<file path="src/rtl/uart_rx_frame_ctrl_if.sv">
`default_nettype none
// +-----------------------------------------------------------------------+
// | uart_rx_frame_ctrl_if : CPU-side holding-register bus of the UART RX  |
// | Rev 1.0                                                                |
// +-----------------------------------------------------------------------+
interface uart_rx_frame_ctrl_if;
  logic       rdn;
  logic [7:0] d_out;
  logic       r_ready;
  logic       parity_error;
  logic       frame_error;
  logic       overrun_error;

  modport master (
    input  rdn,
    output d_out, r_ready, parity_error, frame_error, overrun_error
  );

  modport slave (
    output rdn,
    input  d_out, r_ready, parity_error, frame_error, overrun_error
  );
endinterface
`default_nettype wire

</file>
<file path="src/rtl/uart_rx_frame_ctrl.sv">
`default_nettype none
// +-----------------------------------------------------------------------+
// | uart_rx_frame_ctrl : UART RX frame sequencer on clk16x with CPU        |
// | holding register. Option: UART_RX_MAJORITY_VOTE_EN (3-sample vote).    |
// | Rev 1.0                                                                |
// +-----------------------------------------------------------------------+
module uart_rx_frame_ctrl #(
  parameter int SYNC_STAGES = 2,
  parameter int SAMPLE_TICK = 7
) (
  input  logic                        clk16x,
  input  logic                        clrn,
  input  logic                        rxd,
  input  logic [1:0]                  cfg_bits,
  input  logic                        cfg_par_en,
  input  logic                        cfg_par_odd,
  input  logic                        cfg_stop2,
  output logic                        busy,
  output logic                        bit_strobe,
  uart_rx_frame_ctrl_if.master        cpu
);

  typedef enum logic [2:0] {
    S_IDLE   = 3'd0,
    S_START  = 3'd1,
    S_DATA   = 3'd2,
    S_PARITY = 3'd3,
    S_STOP   = 3'd4,
    S_STOP2  = 3'd5
  } state_t;

`ifdef UART_RX_MAJORITY_VOTE_EN
  localparam logic [3:0] c_DEC_TICK = 4'(SAMPLE_TICK + 1);
`else
  localparam logic [3:0] c_DEC_TICK = 4'(SAMPLE_TICK);
`endif

  logic [SYNC_STAGES-1:0] r_sync;
  logic                   r_prev;
  logic                   w_rx;
  logic                   w_bit;
  logic                   w_dec;
  logic                   w_end;
  logic                   w_edge;
  logic                   w_commit;
  logic                   w_frm_fin;

  state_t                 r_state;
  logic [3:0]             r_tick;
  logic [2:0]             r_bit_idx;
  logic [2:0]             r_last_idx;
  logic                   r_par_en;
  logic                   r_par_odd;
  logic                   r_stop2;
  logic [7:0]             r_data;
  logic                   r_par_err;
  logic                   r_frm_err;

  logic [7:0]             r_dout;
  logic                   r_ready;
  logic                   r_perr;
  logic                   r_ferr;
  logic                   r_oerr;
  logic                   r_busy;
  logic                   r_strobe;

  assign w_rx = r_sync[SYNC_STAGES-1];

  always_ff @(posedge clk16x or negedge clrn) begin
    if (!clrn) begin
      r_sync <= '1;
      r_prev <= 1'b1;
    end else begin
      r_sync <= {r_sync[SYNC_STAGES-2:0], rxd};
      r_prev <= w_rx;
    end
  end

`ifdef UART_RX_MAJORITY_VOTE_EN
  logic r_vote0;
  logic r_vote1;

  // Two earlier samples are held; the third is the live synced value at decision time.
  always_ff @(posedge clk16x or negedge clrn) begin
    if (!clrn) begin
      r_vote0 <= 1'b1;
      r_vote1 <= 1'b1;
    end else begin
      if (r_tick == 4'(SAMPLE_TICK - 1)) r_vote0 <= w_rx;
      if (r_tick == 4'(SAMPLE_TICK))     r_vote1 <= w_rx;
    end
  end

  assign w_bit = (r_vote0 & r_vote1) | (r_vote0 & w_rx) | (r_vote1 & w_rx);
`else
  assign w_bit = w_rx;
`endif

  assign w_edge    = r_prev & ~w_rx;
  assign w_dec     = (r_state != S_IDLE) && (r_tick == c_DEC_TICK);
  assign w_end     = (r_tick == 4'hF);
  assign w_commit  = w_dec && (((r_state == S_STOP) && !r_stop2) || (r_state == S_STOP2));
  assign w_frm_fin = ~w_bit | ((r_state == S_STOP2) & r_frm_err);

  always_ff @(posedge clk16x or negedge clrn) begin
    if (!clrn) begin
      r_state    <= S_IDLE;
      r_tick     <= 4'd0;
      r_bit_idx  <= 3'd0;
      r_last_idx <= 3'd0;
      r_par_en   <= 1'b0;
      r_par_odd  <= 1'b0;
      r_stop2    <= 1'b0;
      r_data     <= 8'd0;
      r_par_err  <= 1'b0;
      r_frm_err  <= 1'b0;
      r_dout     <= 8'd0;
      r_ready    <= 1'b0;
      r_perr     <= 1'b0;
      r_ferr     <= 1'b0;
      r_oerr     <= 1'b0;
      r_busy     <= 1'b0;
      r_strobe   <= 1'b0;
    end else begin
      r_strobe <= 1'b0;
      if (!cpu.rdn) begin
        r_ready <= 1'b0;
        r_perr  <= 1'b0;
        r_ferr  <= 1'b0;
        r_oerr  <= 1'b0;
      end
      if (r_state != S_IDLE) r_tick <= r_tick + 4'd1;

      case (r_state)
        S_IDLE: begin
          if (w_edge) begin
            r_state <= S_START;
            r_tick  <= 4'd0;
            r_busy  <= 1'b1;
          end
        end
        S_START: begin
          if (w_dec && w_bit) begin
            r_state <= S_IDLE;
            r_tick  <= 4'd0;
            r_busy  <= 1'b0;
          end else if (w_end) begin
            r_state    <= S_DATA;
            r_last_idx <= {1'b1, cfg_bits};
            r_par_en   <= cfg_par_en;
            r_par_odd  <= cfg_par_odd;
            r_stop2    <= cfg_stop2;
            r_data     <= 8'd0;
            r_bit_idx  <= 3'd0;
            r_par_err  <= 1'b0;
            r_frm_err  <= 1'b0;
          end
        end
        S_DATA: begin
          if (w_dec) begin
            r_data[r_bit_idx] <= w_bit;
            r_strobe          <= 1'b1;
          end
          if (w_end) begin
            if (r_bit_idx == r_last_idx) r_state <= r_par_en ? S_PARITY : S_STOP;
            else                         r_bit_idx <= r_bit_idx + 3'd1;
          end
        end
        S_PARITY: begin
          if (w_dec) begin
            r_par_err <= ^r_data ^ w_bit ^ r_par_odd;
            r_strobe  <= 1'b1;
          end
          if (w_end) r_state <= S_STOP;
        end
        S_STOP: begin
          if (w_dec) begin
            r_strobe  <= 1'b1;
            r_frm_err <= ~w_bit;
          end
          if (w_end) r_state <= S_STOP2;
        end
        S_STOP2: begin
          if (w_dec) r_strobe <= 1'b1;
        end
        default: r_state <= S_IDLE;
      endcase

      // The last stop decision returns to IDLE at once so a following start edge is not missed.
      if (w_commit) begin
        r_state <= S_IDLE;
        r_tick  <= 4'd0;
        r_busy  <= 1'b0;
        if (!r_ready || !cpu.rdn) begin
          r_dout  <= r_data;
          r_perr  <= r_par_err;
          r_ferr  <= w_frm_fin;
          r_ready <= 1'b1;
        end else begin
          r_oerr  <= 1'b1;
        end
      end
    end
  end

  assign cpu.d_out         = r_dout;
  assign cpu.r_ready       = r_ready;
  assign cpu.parity_error  = r_perr;
  assign cpu.frame_error   = r_ferr;
  assign cpu.overrun_error = r_oerr;
  assign busy              = r_busy;
  assign bit_strobe        = r_strobe;

endmodule
`default_nettype wire
</file>
<file path="src/flat_wrapper.sv">
// flat-port wrapper written by rule: the top's interface ports become plain ports
module uart_rx_frame_ctrl_flat 
#(
  parameter int SYNC_STAGES = 2,
  parameter int SAMPLE_TICK = 7
)
  (clk16x, clrn, rxd, cfg_bits, cfg_par_en, cfg_par_odd, cfg_stop2, busy, bit_strobe, cpu_rdn, cpu_d_out, cpu_r_ready, cpu_parity_error, cpu_frame_error, cpu_overrun_error);
  uart_rx_frame_ctrl_if cpu_i ();
  input  logic clk16x;
  input  logic clrn;
  input  logic rxd;
  input  logic [1:0] cfg_bits;
  input  logic cfg_par_en;
  input  logic cfg_par_odd;
  input  logic cfg_stop2;
  output logic busy;
  output logic bit_strobe;
  input wire logic [$bits(cpu_i.rdn)-1:0] cpu_rdn;
  output wire logic [$bits(cpu_i.d_out)-1:0] cpu_d_out;
  output wire logic [$bits(cpu_i.r_ready)-1:0] cpu_r_ready;
  output wire logic [$bits(cpu_i.parity_error)-1:0] cpu_parity_error;
  output wire logic [$bits(cpu_i.frame_error)-1:0] cpu_frame_error;
  output wire logic [$bits(cpu_i.overrun_error)-1:0] cpu_overrun_error;
  assign cpu_i.rdn = cpu_rdn;
  assign cpu_d_out = cpu_i.d_out;
  assign cpu_r_ready = cpu_i.r_ready;
  assign cpu_parity_error = cpu_i.parity_error;
  assign cpu_frame_error = cpu_i.frame_error;
  assign cpu_overrun_error = cpu_i.overrun_error;
  uart_rx_frame_ctrl #(.SYNC_STAGES(SYNC_STAGES), .SAMPLE_TICK(SAMPLE_TICK)) u_core (.clk16x(clk16x), .clrn(clrn), .rxd(rxd), .cfg_bits(cfg_bits), .cfg_par_en(cfg_par_en), .cfg_par_odd(cfg_par_odd), .cfg_stop2(cfg_stop2), .busy(busy), .bit_strobe(bit_strobe), .cpu(cpu_i));
endmodule
</file>
<file path="config.mk">
export PLATFORM = sky130hd
export DESIGN_NAME = uart_rx_frame_ctrl_flat
export DESIGN_NICKNAME = d
export VERILOG_FILES = /design/src/rtl/uart_rx_frame_ctrl_if.sv /design/src/rtl/uart_rx_frame_ctrl.sv /design/src/flat_wrapper.sv
export SDC_FILE = /design/constraint.sdc
export NUM_CORES = 1
export LEC_CHECK = 0
export CORE_ASPECT_RATIO = 1.1
export CORE_MARGIN = 5
export CORE_UTILIZATION = 40
export DETAILED_ROUTE_END_ITERATION = 8
export GPL_ROUTABILITY_DRIVEN = 0
export PLACE_DENSITY = 0.6
export SLEW_MARGIN = 20
export SYNTH_ARGS = -nofsm -noshare
export SYNTH_HDL_FRONTEND = slang
export SYNTH_SLANG_ARGS = --single-unit
</file>
<file path="constraint.sdc">
create_clock -name clk16x -period 5.1 [get_ports clk16x]
set_clock_uncertainty 0.1 [all_clocks]
set_input_delay 1.02 -clock clk16x [delete_from_list [all_inputs] [get_ports clk16x]]
set_output_delay 1.02 -clock clk16x [all_outputs]
set_load 0.005 [all_outputs]
</file>
Word-level counts from Yosys, hierarchy flattened
Cells that the tools add are included.
{"block": "totals", "output_inout_bits": 14, "reg_bits": 43, "in_bits": 9, "wordCells": 130}
{"block": "op_classes", "muxes": 51, "bitwise": 7, "order_cmp": 2, "n_reduce_logical": 26, "eq_ne": 23, "addsub": 2}
{"cell": "two-way mux 3 bit", "count": 13}
{"cell": "two-way mux 8 bit", "count": 3}
{"cell": "two-way mux 1 bit", "count": 22}
{"cell": "inequality test 3 x 1 -> 1 bit, second input constant", "count": 6}
{"cell": "case mux 3 bit (6 select lines)", "count": 1}
{"cell": "two-way mux 4 bit", "count": 4}
{"cell": "case mux 8 bit (2 select lines)", "count": 1}
{"cell": "inequality test 2 x 1 -> 1 bit, second input constant", "count": 6}
{"cell": "AND reduction 4 bit", "count": 3}
{"cell": "bitwise mux 8 bit", "count": 1}
{"cell": "case mux 4 bit (2 select lines)", "count": 1}
{"cell": "parity 8 bit", "count": 1}
{"cell": "AND reduction 7 bit", "count": 1}
{"cell": "equality test 3 x 2 -> 1 bit, second input constant", "count": 2}
{"cell": "equality test 3 bit, second input constant", "count": 2}
{"cell": "case mux 1 bit (2 select lines)", "count": 3}
{"cell": "case mux 3 bit (2 select lines)", "count": 1}
{"cell": "AND reduction 3 bit", "count": 2}
{"cell": "nonzero test 2 bit", "count": 3}
{"cell": "nonzero test 3 bit", "count": 2}
{"cell": "logical AND 1 bit", "count": 5}
{"cell": "AND reduction 5 bit", "count": 1}
{"cell": "adder 4 x 1 -> 4 bit, second input constant", "count": 1}
{"cell": "equality test 4 x 3 -> 1 bit, second input constant", "count": 1}
{"cell": "18 further kinds", "count": 25}

Depth between registers and ports, before layout
{"block": "depth", "ltp_word": 7, "ltp_mapped": 8, "ltp_nobuf": 6}

Worst setup path after synthesis
No wires, ideal clock.
{"block": "synth_path", "kind": "reg2reg", "from": "register u_core.r_tick[0]", "to": "register u_core.r_dout[1] (netlist: u_core.cpu.d_out[1])", "setup_time_ns": 0.125, "path_slack_ns": 3.175, "n_path_buf": 2, "required_ns": 4.875, "synth_period_minus_slack_ns": 1.925, "arrival_time_ns": 1.700, "stages_incl_launch_ff": 8, "cell_sequence": "dfrtp_1 > ha_1 > and4bb_1 > and3_1 > buf_4 > nand2_2 > buf_6 > mux2_2"}
{"block": "synth_via", "elab_chain_cells": 4}
{"element": "start: declaration", "line_no": "uart_rx_frame_ctrl.sv:49", "rtl": "logic [3:0] r_tick;"}
{"element": "start signal: assignment", "line_no": "uart_rx_frame_ctrl.sv:132", "rtl": "if (r_state != S_IDLE) r_tick <= r_tick + 4'd1;"}
{"element": "equality test 4 x 3 -> 1 bit", "line_no": "uart_rx_frame_ctrl.sv:100", "rtl": "assign w_dec = (r_state != S_IDLE) && (r_tick == c_DEC_TICK);"}
{"element": "logical AND 1 bit", "line_no": "uart_rx_frame_ctrl.sv:100"}
{"element": "logical AND 1 bit", "line_no": "uart_rx_frame_ctrl.sv:102", "rtl": "assign w_commit = w_dec && (((r_state == S_STOP) && !r_stop2) || (r_state == S_STOP2));"}
{"element": "AND reduction 2 bit (no source line)"}
{"element": "end signal: assignment", "line_no": "uart_rx_frame_ctrl.sv:195", "rtl": "r_dout <= r_data;"}
{"element": "end: declaration", "line_no": "uart_rx_frame_ctrl.sv:59", "rtl": "logic [7:0] r_dout;"}
Every way passes these cells.
A chain may end at the register's enable or synchronous reset.

Worst setup path after layout
{"block": "layout_path", "from": "register u_core.r_dout[5] (netlist: u_core.cpu.d_out[5])", "to": "output port cpu_d_out[5]"}
{"element": "end: declaration", "line_no": "flat_wrapper.sv:19", "rtl": "output wire logic [$bits(cpu_i.d_out)-1:0] cpu_d_out;"}
No word-level cell between the ends.

==> run summary <==
Synth area leader = dfrtp_1
Outcome = finished clean
Slew headroom = 59.54%
Multi-input gate area = 1080 µm²
Initial antenna violation count = 0
Share of power burned in registers = 44.0%
Post-synthesis cell count = 219
ANT nets after route = 0
Width of the die = 81.94 µm
Setup violators final = 0
Async SR Flop Fraction = 100.0%
Tot GR Track Use = 14.42%
Cts hold-fix bufs = 0
FMAX = 432.5 MHz
Ys flop type = dfrtp_1
Crit-path max FO = 2
Setup Fix Bufs, Post-CTS = 0
Gates resized, CTS repair = 0
Post-Route WL = 4553 µm
Remaining DRCs = 0
Vias/cell = 5.323
# port buffers = 22
Flops & latches, synth = 43
Post-layout nets = 246
WP buf/inv = 1
Reg2reg setup slack = 2890 ps
Worst R2R Start = u_core.r_tick[0]
Pleak = 0.001174 µW
Synth cell types = 52
Cell Area, Synth = 2277 µm²
Final Slew Violations = 0
Syn. warnings = 0
HP Class = flip-flop to flip-flop
Delay-heaviest family, CP = buffers and inverters
CP Launch Point = u_core.cpu.d_out[5]
Crit path kind = flip-flop to primary output
Maxcap violations = 0
EDFF count, synth = 0
Period utilization = 45.34%
Die height = 89.14 µm
Num CTS Buffers = 5
Core area = 5465 µm²
CP required = 3980 ps
Die ar. = 7304 µm²
Most frequent cells in the layout = dfrtp_1, clkdlybuf4s50_1, nand2_1
Clk root buf = clkbuf_8
Post-layout minimum cycle time = 2312 ps
Clk buf depth = 2
Clk slew on worst S/H paths = 90 ps
Peak VDD IR = 0.1509 mV
PwrDens = 375.8 nW/µm²
Top Ports = 23
Final hold violations = 0
Ant diodes = 0
Sequential-to-total area share from yosys stat = 47.42%
Most common cell after layout, fill and taps aside = dfrtp_1
DR WL/cell = 14.69 µm
Share of cells above drive strength 1 = 15.74%
CP Capture Point = cpu_d_out[5]
Starting Density = 41.67%
Mean Syn Cell Area = 10.40 µm²
CP startpoint kind = flip-flop
Net Sw Frac = 32.21%
DP Wirelength = 3161 µm
Worst-skew pair later-pin latency = 290 ps
Reg-to-reg endpoint = u_core.cpu.d_out[2]
Register area = 1080 µm²
Worst-Margin Slew = 602.8 ps
Core Rows = 28
Main area contributors after synthesis = dfrtp_1, mux2_2, dfstp_2, xnor2_1, o21ai_0
Synth-to-layout area growth = 16.43%
Synth top area share = 43.96%
Dpl cell area = 2487 µm²
Initial DRC count = 112
Slowest cell on crit path = clkdlybuf4s50_1
Final setup TNS = 0 ps
Sink Count = 43
RSZ-0062 raised after global routing = no
Gate power share = 24.6%
CTS tree = yes
R2r worst-path depth = 5
Hold-critical path depth = 0
Vias in the first global route = 1631
P_sw = 320.9 µW
H-tree depth = 2
CP Capture Type = primary output
Design area = 2651 µm²
Largest net degree at the start of global routing = 44
Syn_nets = 231
Stages on worst setup path = 1
Fill cells = 540
GR Overflow Total = 0
Via count = 1650
CP Cell Sequence = clkdlybuf4s50_1
Arr. time, crit path = 1190 ps
First-pass GRT wire length = 8038 µm
Clock share of power = 31.4%
First drt pass iteration count = 4
CP peak stage delay = 520 ps
Pint = 675.3 µW
Finished Layout Cells = 310
Post-Place Cells = 301
[power by group through the flow]
stage,sequential [µW],clock [µW],combinational (µW)
global route,447,341,279
detailed placement,443,0,241
floorplan,392,0,256
CTS,436,323,243
finish,439,313,245
global placement,442,0,239
[final cells by class]
type | instances | share of cell area, %
Clock buffer | 5 | 2.596
Multi-Input combinational cell | 156 | 40.73
Inverter | 5 | 0.7079
Sequential cell | 43 | 40.73
Tap cell | 75 | 3.539
Timing Repair Buffer | 23 | 9.155
Clock inverter | 3 | 2.548
[cell families (layout without fill, tap and decap cells)]
family	after synthesis	count (layout)	synth area share, %
simple gates	71	71	16.04
fa+ha+maj	3	3	1.649
buf+inv	20	36	5.165
mux	16	16	7.967
xor+xnor	13	13	5.935
flops	43	43	47.42
compound gates	53	53	15.83
[state kept, by name, summed over array words and instances, names as in the netlist]
| signal | cells |
|---|---|
| u_core.cpu.d_out | 8 |
| u_core.r_data | 8 |
| u_core.r_tick | 4 |
| u_core.r_bit_idx | 3 |
| u_core.r_last_idx | 3 |
| u_core.r_state | 3 |
| u_core.r_sync | 2 |
| u_core.bit_strobe | 1 |
| u_core.busy | 1 |
| u_core.cpu.frame_error | 1 |
| u_core.cpu.overrun_error | 1 |
| u_core.cpu.parity_error | 1 |
| u_core.cpu.r_ready | 1 |
| u_core.r_frm_err | 1 |
| u_core.r_par_en | 1 |
| u_core.r_par_err | 1 |
| u_core.r_par_odd | 1 |
| u_core.r_prev | 1 |
| u_core.r_stop2 | 1 |
[metrics by stage]
| step | setup WS [ps] | power, µW | hold slack (ps) | util (%) |
|---|---|---|---|---|
| 3_5_place_dp | 2618 | 684.1 | 249.7 | 45.51 |
| 5_1_grt | 2715 | 1066 | 265.0 | 48.51 |
| 2_1_floorplan | 3175 | 648.1 | 245.2 | - |
| 4_1_cts | 2759 | 1002 | 262.0 | 48.01 |
| 3_3_place_gp | 2644 | 681.0 | 246.3 | 45.51 |
| 6_report | 2788 | 996.2 | 258.7 | 48.51 |
[routing by layer]
layer,share of wire (%),global-route usage (%),wire length (µm),vias up
met5,0,0,0,-
met4,1.5,5.287,68,0
met2,44,20.87,1996,35
met1,50,21.11,2255,793
met3,5.1,3.125,233,7
li1,-,-,-,815
[Yosys cell counts (2+ instances only)]
| cell type | n |
|---|---|
| nand2b_1 | 2 |
| nor2b_1 | 4 |
| xnor2_1 | 9 |
| buf_4 | 4 |
| o31ai_1 | 4 |
| mux2_2 | 13 |
| nor2_1 | 13 |
| inv_1 | 5 |
| o31a_1 | 2 |
| dfrtp_1 | 40 |
| buf_6 | 3 |
| o21ai_1 | 2 |
| or3_1 | 2 |
| buf_2 | 4 |
| and3b_1 | 2 |
| nor3_1 | 6 |
| xor2_1 | 2 |
| nand2_2 | 2 |
| and3_1 | 2 |
| a21oi_1 | 14 |
| ha_1 | 3 |
| o21ai_0 | 15 |
| a31oi_1 | 3 |
| dfstp_2 | 3 |
| a22oi_1 | 2 |
| nand2_1 | 19 |
| nand3_1 | 10 |
| clkbuf_1 | 4 |
| mux2i_1 | 2 |
[how the worst min path moves through the flow]
stage                     slack [ps]              from          endpoint
after floorplan                  250  u_core.r_sync[0]  u_core.r_sync[1]
after global placement           250  u_core.r_sync[0]  u_core.r_sync[1]
after detailed placement         250  u_core.r_sync[0]  u_core.r_sync[1]
after CTS                        260  u_core.r_sync[0]  u_core.r_sync[1]
after global routing             270  u_core.r_sync[0]  u_core.r_sync[1]
final                            260  u_core.r_sync[0]  u_core.r_sync[1]
No activity file was read; power rests on OpenSTA's default activity.
